File: config.mk
export PLATFORM = sky130hd
export DESIGN_NAME = axi4stream_slv_sink
export DESIGN_NICKNAME = d
export VERILOG_FILES = /design/src/rtl/axi4stream_slv_sink.sv
export SDC_FILE = /design/constraint.sdc
export NUM_CORES = 1
export LEC_CHECK = 0
export ABC_AREA = 1
export CAP_MARGIN = 10
export CORE_MARGIN = 1
export CORE_UTILIZATION = 25
export DETAILED_ROUTE_END_ITERATION = 10
export GPL_TIMING_DRIVEN = 1
export PLACE_DENSITY = 0.46
export SLEW_MARGIN = 20
export SYNTH_ARGS = -nofsm -noshare
export SYNTH_HDL_FRONTEND = slang
export SYNTH_SLANG_ARGS = --single-unit
File: constraint.sdc
create_clock -name aclk -period 3.5 [get_ports aclk]
set_input_delay 0.7 -clock aclk [delete_from_list [all_inputs] [get_ports aclk]]
set_output_delay 0.7 -clock aclk [all_outputs]
set_load 0.02 [all_outputs]
File: src/rtl/axi4stream_slv_sink.sv
// AXI4-Stream slave sink: programmable tready backpressure, show-ahead receive
// FIFO and an incrementing-sequence checker with sticky error statistics.
`timescale 1ns/1ps
module axi4stream_slv_sink #(
    parameter int          DATA_WIDTH = 8,
    parameter int          FIFO_DEPTH = 8,
    parameter logic [15:0] LFSR_SEED  = 16'hACE1
) (
    input  logic                  aclk,
    input  logic                  areset,
    input  logic                  s_axis_tvalid,
    output logic                  s_axis_tready,
    input  logic [DATA_WIDTH-1:0] s_axis_tdata,
    input  logic [1:0]            bp_mode,
    input  logic [3:0]            bp_period,
    input  logic                  chk_en,
    input  logic [DATA_WIDTH-1:0] chk_start,
    input  logic                  rd_en,
    output logic                  rd_valid,
    output logic [DATA_WIDTH-1:0] rd_data,
    output logic [31:0]           beat_count,
    output logic [15:0]           err_count,
    output logic                  err_flag,
    output logic [DATA_WIDTH-1:0] first_err_data
);

    localparam int AW = $clog2(FIFO_DEPTH);

    logic                  allow_q;
    logic [15:0]           lfsr_q;
    logic [3:0]            duty_cnt_q;
    logic [AW:0]           wr_ptr_q;
    logic [AW:0]           rd_ptr_q;
    logic [DATA_WIDTH-1:0] mem [FIFO_DEPTH];
    logic [DATA_WIDTH-1:0] expected_q;
    logic                  full;
    logic                  empty;
    logic                  push;
    logic                  pop;
    logic                  lfsr_fb;

    // Handshake: a beat transfers on a rising edge where tvalid and tready are
    // both high; tready depends only on registers, never on tvalid.
    assign full          = (wr_ptr_q[AW] != rd_ptr_q[AW]) &&
                           (wr_ptr_q[AW-1:0] == rd_ptr_q[AW-1:0]);
    assign empty         = (wr_ptr_q == rd_ptr_q);
    assign s_axis_tready = allow_q & ~full;
    assign push          = s_axis_tvalid & s_axis_tready;
    assign pop           = rd_en & ~empty;
    assign rd_valid      = ~empty;
    assign rd_data       = empty ? '0 : mem[rd_ptr_q[AW-1:0]];

    // Right-shifting Fibonacci form of x^16+x^14+x^13+x^11+1.
    assign lfsr_fb = lfsr_q[0] ^ lfsr_q[2] ^ lfsr_q[3] ^ lfsr_q[5];

    always_ff @(posedge aclk or posedge areset) begin
        if (areset) begin
            allow_q    <= 1'b0;
            lfsr_q     <= LFSR_SEED;
            duty_cnt_q <= 4'd0;
        end else begin
            lfsr_q     <= {lfsr_fb, lfsr_q[15:1]};
            duty_cnt_q <= (duty_cnt_q >= bp_period) ? 4'd0 : duty_cnt_q + 4'd1;
            case (bp_mode)
                2'b00:   allow_q <= 1'b1;
                2'b01:   allow_q <= lfsr_q[0];
                2'b10:   allow_q <= (duty_cnt_q == 4'd0);
                default: allow_q <= 1'b0;
            endcase
        end
    end

    always_ff @(posedge aclk or posedge areset) begin
        if (areset) begin
            wr_ptr_q <= '0;
            rd_ptr_q <= '0;
        end else begin
            if (push) wr_ptr_q <= wr_ptr_q + 1'b1;
            if (pop)  rd_ptr_q <= rd_ptr_q + 1'b1;
        end
    end

    // Storage needs no reset: rd_data is forced to zero while empty.
    always_ff @(posedge aclk) begin
        if (push) mem[wr_ptr_q[AW-1:0]] <= s_axis_tdata;
    end

    always_ff @(posedge aclk or posedge areset) begin
        if (areset) begin
            beat_count     <= 32'd0;
            err_count      <= 16'd0;
            err_flag       <= 1'b0;
            first_err_data <= '0;
            expected_q     <= '0;
        end else begin
            if (push) beat_count <= beat_count + 32'd1;
            if (!chk_en) begin
                expected_q <= chk_start;
            end else if (push) begin
                // Resync to the received value so one bad beat costs one error.
                expected_q <= s_axis_tdata + DATA_WIDTH'(1);
                if (s_axis_tdata != expected_q) begin
                    if (err_count != 16'hFFFF) err_count <= err_count + 16'd1;
                    if (!err_flag) first_err_data <= s_axis_tdata;
                    err_flag <= 1'b1;
                end
            end
        end
    end

endmodule

# Yosys cells after proc, flatten, opt, wreduce, memory -nomap -nowiden
# Memories as Yosys holds them, arrays and structs flattened.
# Cells that the tools add are included.
[op_classes] n_addsub=6 order_cmp=1 n_eq_ne=8 n_mux=7 n_bitwise=9 reduce_logical=6
[op_table] op="adder 32 x 1 -> 32 bit, second input constant" n=1
[op_table] op="two-way mux 8 bit" n=3
[op_table] op="adder 16 x 1 -> 16 bit, second input constant" n=1
[op_table] op="!= test 16 bit, second input constant" n=1
[op_table] op="adder 4 x 1 -> 4 bit, second input constant" n=3
[op_table] op="adder 8 x 1 -> 8 bit, second input constant" n=1
[op_table] op="!= test 8 bit" n=1
[op_table] op="AND reduction 4 bit" n=2
[op_table] op="equality test 4 bit" n=1
[op_table] op="greater-or-equal comparator 4 bit" n=1
[op_table] op="zero test 4 bit" n=1
[op_table] op="two-way mux 4 bit" n=1
[op_table] op="AND 1 bit" n=3
[op_table] op="equality test 3 bit" n=1
[op_table] op="NOT 1 bit" n=3
[op_table] op="one-hot mux 1 bit (3 select lines)" n=1
[op_table] op="AND reduction 3 bit" n=1
[op_table] op="bitwise XOR 1 bit" n=3
[op_table] op="equality test 2 x 1 -> 1 bit, second input constant" n=1
[op_table] op="equality test 2 bit, second input constant" n=1
[op_table] op="zero test 2 bit" n=1
[op_table] op="two-way mux 1 bit" n=2
[op_table] op="!= test 2 x 1 -> 1 bit, second input constant" n=1
[op_table] op="logical AND 1 bit" n=1
[op_table] op="!= test 1 bit" n=1
[word_totals] regBits=94 ramBits=64 in_bits=27 output_inout_bits=67 wordCells=48 memories=1
[mem_list] name="mem" words=8 word_bits=8 read_ports=1 rd_clocked_by_memory_dff=0 wr=1 line_no="34" rtl="logic [DATA_WIDTH-1:0] mem [FIFO_DEPTH];"

# Longest topological paths before layout
# Gate-level depths: netlist of run 1.
[depth] word_depth=7 depth_mapped=12 mapped_depth_nobuf=11

# Worst setup path after synthesis of run 1
# No wires, ideal clock.
[synth_path] kind="register -> output" from="reg rd_ptr_q[1]" to="out rd_data[0]" t_arrival_ns=1.461 required_time_ns=2.800 setup_slack_ns=1.339 path_stages_with_launch=10 path_buffers=2 path_cell_list="dfrtp_1 -> buf_4 -> inv_2 -> nand2_1 -> nand2_1 -> nand3_1 -> or2_2 -> buf_2 -> o21ai_0 -> nor2_1"
[synth_between] elab_chain_len=2 elab_cells_between_ends=3 cone_classes="1 x eq/ne; 1 x mux; 1 x memory"
[synth_lines] item="start, declared" line_no="33" rtl="logic [AW:0] rd_ptr_q;"
[synth_lines] item="start signal, assigned" line_no="79" rtl="if (pop) rd_ptr_q <= rd_ptr_q + 1'b1;"
[synth_lines] item="memory read (8 x 8 bit) or equality test 4 bit (tied branches)"
[synth_lines] item="two-way mux 8 bit *" line_no="51" rtl="assign rd_data = empty ? '0 : mem[rd_ptr_q[AW-1:0]];"
[synth_lines] item="end, declared" line_no="20" rtl="output logic [DATA_WIDTH-1:0] rd_data,"
# Mark *: on every way between the ends. The rest lies on a longest branch, timed or not.

# Worst setup path in the final report of run 1
[layout_path] from="reg rd_ptr_q[1]" to="out rd_data[6]"
# The elaborated chain is that of the path after synthesis.

==> impl_metrics.csv, run 1 <==
group,metric,value,unit
final_layout,drive_gt1_share,8.02,%
worst_setup_path,critPathKind,"reg2out",
pwr,power_switching_share,37.0,%
route,num_vias,6375,
worst_setup_path,worstPathCellList,"inv_2, nand2_1, nand2_1, nand3_1, or2_2, o21ai_0, nor2_1, clkdlybuf4s50_1",
cts,cts.sinks,158,
synth,syn_area,7910,um2
worst_setup_path,regToRegStartpoint,"rd_ptr_q[1]",
final_layout,regArea,4280,um2
worst_setup_path,timing.rr.end,"mem[1][6]",
worst_setup_path,cp.required,2.80,ns
worst_setup_path,worst-r2r-cell-count,10,
cts,insertion_delay,0.42,ns
floorplanning,pin_count,94,
floorplanning,initial_core_util,25.6,%
global_routing,grt_max_degree,62,
sta,final-hold-violation-count,0,
route,via_per_inst,4.41,
global_routing,grt_pass1_vias,6274,
sta,fmax,314,MHz
worst_setup_path,critPathArrivalTime,2.48,ns
pwr,p_int,3.77,mW
worst_setup_path,r2r_slack,1.23,ns
final_layout,n_antenna_cell,0,
cts,ctsResizeCount,0,
sta,slew_violations,0,
place,dp_hpwl,15.2,mm
global_routing,grt_pass1_wl,35.7,mm
worst_setup_path,worst-path-buf-inv,2,
pwr,leakage,4.31,nW
cts,cts_htree_levels,4,
min_path,min_path_type,"reg2reg",
final_layout,multi_input_area,3110,um2
global_routing,antenna_found_initial,0,
sta,clock_skew,0.0140,ns
route,drt-initial-drc-count,333,
sta,period_share,91.0,%
pwr,p_switching,2.21,mW
place,place_area,9410,um2
cts,clk_pin_slew_worst_paths,0.08,ns
final_layout,fill_cells,3188,
cts,ctsHoldBuffers,0,
cts,cts_tree,"done",
status,violations,"DRC",
sta,worst_pin_slew,0.657,ns
sta,relSlewSlack,56.1,%
synth,yosysWarnings,0,
place,place_congestion,0.812,
synth,syn_inst,923,
sta,rsz0062_at_grt,"no",
worst_setup_path,crit_start,"rd_ptr_q[1]",
status,status,"complete, but fails checks",
cts,cts_buffers,17,
worst_setup_path,crit_slowest_cell,"clkdlybuf4s50_1",
route,wl,22.0,mm
pwr,peakVddDrop,0.000318,V
floorplanning,coreArea,30800,um2
synth,yosysSeqAreaShare,54.2,%
cts,max-clock-path-buffers,2,
worst_setup_path,crit_top_cell,"nand2_1",
floorplanning,rows,64,
worst_setup_path,cp-end-kind,"output pin",
synth,postSynthAreaPerCell,8.57,um2
sta,fin_crit,3.18,ns
worst_setup_path,cp-start-kind,"register",
global_routing,track_usage,14.2,%
global_routing,grt_overflow,0,
cts,post-cts-setup-buffer-count,0,
worst_setup_path,cp_slowest_stage_delay,0.54,ns
floorplanning,die_y,180,um
pwr,p_clk_share,31.7,%
route,dr.pass1.iters,8,
pwr,powerDensity,597,nW/um2
synth,syn_nets,961,
flow_run,maxCapViolCount,0,
sta,setup_violations,0,
worst_setup_path,worst_path_dominant_cell_family,"buffers and inverters",
final_layout,fin_nets,1073,
place,portBuffers,93,
cts,clock-root-buffer,"clkbuf_16",
sta,finalSetupTns,0,ns
route,wl_per_cell,15.3,um
route,antenna_left,0,
floorplanning,die_x,180,um
worst_setup_path,worstSetupEndpoint,"rd_data[6]",
place,place_inst,1412,
worst_setup_path,cp.depth,8,
worst_setup_path,crit_fanout,18,
floorplanning,dieArea,32300,um2
final_layout,stdcell_area,10000,um2
pwr,pwr-share-seq,37.6,%
route,drc,2,
sta,whs,0.346,ns
final_layout,syn_to_final_growth,26.7,%
pwr,combPwrFrac,30.7,%
final_layout,fin_cells,1444,
synth,synth-seq-cells,158,
synth,post_synth_num_cell_types,32,
-- layout by cell type, fill, tap and decap left out, types with 2 or more instances in the layout --
cell type / instances
o21ai_0: 66
nor2_1: 110
clkbuf_16: 17
inv_8: 5
o21bai_1: 24
nor3_1: 19
clkinv_8: 5
o22ai_1: 16
inv_2: 5
buf_12: 2
clkdlybuf4s50_1: 93
nand4_1: 11
nand2_1: 268
edfxtp_1: 64
buf_4: 25
xnor2_1: 11
ha_1: 11
nand2_2: 4
inv_1: 90
dfstp_2: 8
dfrtp_1: 86
inv_6: 2
nand3b_1: 11
clkinv_4: 2
xor2_1: 21
nor2_2: 2
nand3_1: 59
-- stage by stage --
step / power, mW / utilization, % / setup WS (ns)
after floorplan: 3.40 / - / 0.365
after global placement: 4.14 / 30.5 / 0.731
after detailed placement: 4.15 / 30.5 / 0.720
after CTS: 6.08 / 32.5 / 0.243
after global routing: 6.35 / 32.5 / 0.136
final: 5.98 / 32.5 / 0.316
-- power by group through the flow --
stage	Sequential (mW)	Clock, mW	Combinational [mW]
floorplan	2.28	0	1.11
global placement	2.29	0	1.85
detailed placement	2.29	0	1.87
CTS	2.25	1.95	1.87
global route	2.28	2.02	2.05
finish	2.25	1.89	1.84
-- flip-flops by register name, indices dropped and copies added (netlist names) --
signal          cells
err_count          16
rd_ptr_q            4
wr_ptr_q            4
duty_cnt_q          4
mem                64
expected_q          8
allow_q             1
beat_count         32
first_err_data      8
err_flag            1
lfsr_q             16
-- worst min-delay path by stage --
stage,from,endpoint,depth (start not counted)
finish,lfsr_q[9],lfsr_q[8],0
global route,lfsr_q[11],lfsr_q[10],0
CTS,lfsr_q[9],lfsr_q[8],0
detailed placement,lfsr_q[9],lfsr_q[8],0
global placement,lfsr_q[4],lfsr_q[3],0
floorplan,lfsr_q[4],lfsr_q[3],0
-- cell families (layout without fill, tap and decap cells) --
group,after synthesis,after routing,share of synthesized area (%)
AOI/OAI and AO/OA,110,110,8.09
xor gates and xnor gates,32,32,3.54
adders and majority gates,11,11,1.74
buffers and inverters,123,248,6.46
DFF,158,158,54.2
and+or+nand+nor,489,489,26.0
-- cell usage after synthesis --
cell,instances,area [um2]
nand2_1,268,1010
nor2_1,110,413
inv_1,91,342
dfrtp_1,86,2150
o21ai_0,66,330
edfxtp_1,64,1920
nand3_1,59,295
o21bai_1,24,180
xor2_1,21,184
nor3_1,19,95.1
o22ai_1,16,100
ha_1,11,138
nand3b_1,11,82.6
nand4_1,11,68.8
xnor2_1,11,96.3
clkbuf_1,10,37.5
buf_2,9,45.0
dfstp_2,8,210
buf_4,6,45.0
inv_2,5,18.8
nand2_2,4,25.0
buf_6,2,22.5
nor2_2,2,12.5
a21oi_1,1,5.00
nand3_4,1,17.5
nand4_2,1,12.5
nor2_4,1,11.3
nor3_2,1,10.0
o211ai_1,1,7.51
o21a_1,1,7.51
o32ai_1,1,8.76
or2_2,1,6.26
-- cell type report --
cell class              count  share of cell area (%)
clock buffers              17                    4.25
inverters                  96                    3.62
clock inverters            15                    1.80
flip-flops and latches    158                    42.8
multi-input cells         642                    31.1
repair buffers            120                    11.6
well taps                 396                    4.95
-- layer usage --
metal / GRT usage (%) / wire [um]
met4: 4.17 / 321
met1: 19.6 / 10700
met2: 22.6 / 10200
met3: 2.45 / 811
met5: 0 / 0
Note: power is estimated with default switching activity, not from simulation.
==> run 2: changes to the inputs <==
--- a/config.mk
+++ b/config.mk
@@ -7,7 +7,6 @@
 export LEC_CHECK = 0
 export ABC_AREA = 1
 export CAP_MARGIN = 10
-export CORE_MARGIN = 1
 export CORE_UTILIZATION = 25
 export DETAILED_ROUTE_END_ITERATION = 10
 export GPL_TIMING_DRIVEN = 1
==> results of run 2 <==
Same layout as run 1: the final DEF is identical, and so are final timing and power.
==> run 3: changes to the inputs <==
--- a/config.mk
+++ b/config.mk
@@ -7,10 +7,11 @@
 export LEC_CHECK = 0
 export ABC_AREA = 1
 export CAP_MARGIN = 10
-export CORE_UTILIZATION = 25
+export CORE_MARGIN = 2
+export CORE_UTILIZATION = 56
 export DETAILED_ROUTE_END_ITERATION = 10
 export GPL_TIMING_DRIVEN = 1
-export PLACE_DENSITY = 0.46
+export PLACE_DENSITY = 0.84
 export SLEW_MARGIN = 20
 export SYNTH_ARGS = -nofsm -noshare
 export SYNTH_HDL_FRONTEND = slang
==> run 3 against run 2 <==
Compared with the run above: the flow now finishes without violations; non-clock buffer count is 2 lower; global-route usage is 13 points higher; worst hold slack better by 0.0032 ns; final area is 3.4% lower; flip-flop and latch count stayed put; sequential share of layout area is 1.5 points higher; highest routed layer unchanged.
==> impl_metrics.csv, run 3 (synthesis gave the netlist of run 1 again) <==
group,metric,value,unit
status,status,"complete, no violations",
worst_setup_path,worstPathCellList,"inv_2, nand2_1, nand2_1, nand3_1, or2_2, o21ai_0, nor2_1, clkdlybuf4s50_1",
cts,cts_buffers,17,
pwr,leakage,4.26,nW
place,place_congestion,0.902,
worst_setup_path,critPathKind,"reg2out",
worst_setup_path,crit_slowest_cell,"clkdlybuf4s50_1",
cts,max-clock-path-buffers,2,
cts,cts.sinks,158,
global_routing,grt_overflow,0,
floorplanning,die_y,123,um
global_routing,grt_pass1_wl,31.0,mm
final_layout,largest_reg_flops,64,
worst_setup_path,crit_top_cell,"nand2_1",
route,antenna_left,0,
worst_setup_path,regToRegStartpoint,"rd_ptr_q[1]",
sta,period_share,93.4,%
floorplanning,coreArea,13800,um2
route,dr.pass1.iters,7,
place,dp_hpwl,13.0,mm
route,via_per_inst,5.58,
worst_setup_path,critPathArrivalTime,2.57,ns
final_layout,final_common_cell,"nand2_1",
global_routing,grt_max_degree,51,
worst_setup_path,crit_start,"rd_ptr_q[1]",
final_layout,final_core_util,70.0,%
route,met2_length,9.22,mm
global_routing,track_usage,26.7,%
worst_setup_path,cp_slowest_stage_delay,0.54,ns
cts,clk_pin_slew_worst_paths,0.07,ns
sta,slew_violations,0,
cts,clock-root-buffer,"clkbuf_16",
cts,post-cts-setup-buffer-count,0,
cts,insertion_delay,0.43,ns
final_layout,mostFrequentLayoutCells,"nand2_1, nor2_1, clkdlybuf4s50_1",
sta,worst_pin_slew,0.616,ns
route,drt-initial-drc-count,712,
route,top_layer,"met4",
floorplanning,rows,43,
sta,setup_violations,0,
sta,finalSetupTns,0,ns
place,portBuffers,93,
final_layout,fin_nets,1071,
final_layout,n_antenna_cell,0,
worst_setup_path,cp-start-kind,"register",
sta,fin_crit,3.27,ns
floorplanning,pin_count,94,
pwr,peakVddDrop,0.000358,V
route,wl,19.3,mm
final_layout,drive_gt1_share,7.74,%
global_routing,grt_pass1_vias,6356,
global_routing,antenna_found_initial,0,
pwr,powerDensity,602,nW/um2
worst_setup_path,cp-end-kind,"output pin",
worst_setup_path,crit_fanout,18,
final_layout,syn_to_final_growth,22.4,%
floorplanning,dieArea,15100,um2
route,met1_length,7.98,mm
sta,relSlewSlack,58.9,%
sta,clock_skew,0.00900,ns
cts,ctsResizeCount,0,
cts,cts_tree,"done",
worst_setup_path,cp.required,2.80,ns
cts,ctsHoldBuffers,0,
sta,fmax,306,MHz
min_path,min_path_type,"reg2reg",
route,wl_per_cell,15.8,um
route,num_vias,6845,
flow_run,maxCapViolCount,0,
route,met3_length,1.76,mm
sta,rsz0062_at_grt,"no",
min_path,hp-start,"lfsr_q[9]",
route,drc,0,
floorplanning,die_x,123,um
cts,cts_htree_levels,4,
sta,final-hold-violation-count,0,
floorplanning,initial_core_util,57.2,%
## run 3: cell types whose count changed in the layout (fill, tap and decap cells not counted)
cell / change
clkbuf_1: +1
dfrtp_2: +1
buf_4: -1
clkinv_1: +1
clkinv_8: -5
inv_8: -3
inv_6: +1
bufinv_16: +1
clkinvlp_4: +3
clkinvlp_2: +1
buf_12: -1
dfrtp_1: -1
## run 3: through the flow
stage / worst slack (ns) / total power [mW] / hold slack (ns) / instance area [um2] / std cells
detailed placement: 0.669 / 4.04 / 0.337 / 9120 / 1194
floorplan: 0.365 / 3.40 / 0.331 / 7910 / 923
finish: 0.230 / 5.83 / 0.349 / 9680 / 1226
global placement: 0.731 / 3.98 / 0.333 / 9120 / 1194
CTS: 0.193 / 5.82 / 0.351 / 9680 / 1226
global route: 0.0900 / 6.12 / 0.360 / 9680 / 1226
## run 3: worst max-delay path: cells and delay by family (launching register included)
family | cells | cell delay (ns)
buffers and inverters | 2 | 0.80
AND/OR/NAND/NOR | 5 | 0.76
flip-flops | 1 | 0.45
AO/OA/AOI/OAI | 1 | 0.11
## run 3: power by group
group	switching (mW)	internal, mW	total [mW]
clock network	0.784	0.990	1.77
logic	1.10	0.677	1.78
registers	0.170	2.10	2.27
## run 3: cell type report
cell class,instances,area (um2)
Multi-Input combinational cell,642,3110
Sequential cell,158,4290
Clock inverter,14,135
Clock buffer,18,429
Timing Repair Buffer,118,1130
Fill cell,1011,4150
Tap cell,180,225
Inverter,96,363
## run 3: routing by layer
layer,GRT usage (%),vias up
met2,42.3,328
li1,-,3231
met3,6.09,42
met4,9.27,0
met5,0,-
met1,36.4,3244
## run 3: worst paths after layout
path / to / cells after the start / slack (ns)
setup reg to reg: expected_q[4] / 10 / 1.16
hold reg to reg: lfsr_q[8] / 0 / 0.35
hold / removal: lfsr_q[8] / 0 / 0.35
min in group asynchronous: allow_q / 2 / 0.70
max in group asynchronous: lfsr_q[7] / 3 / 2.07
setup / recovery: rd_data[6] / 8 / 0.23
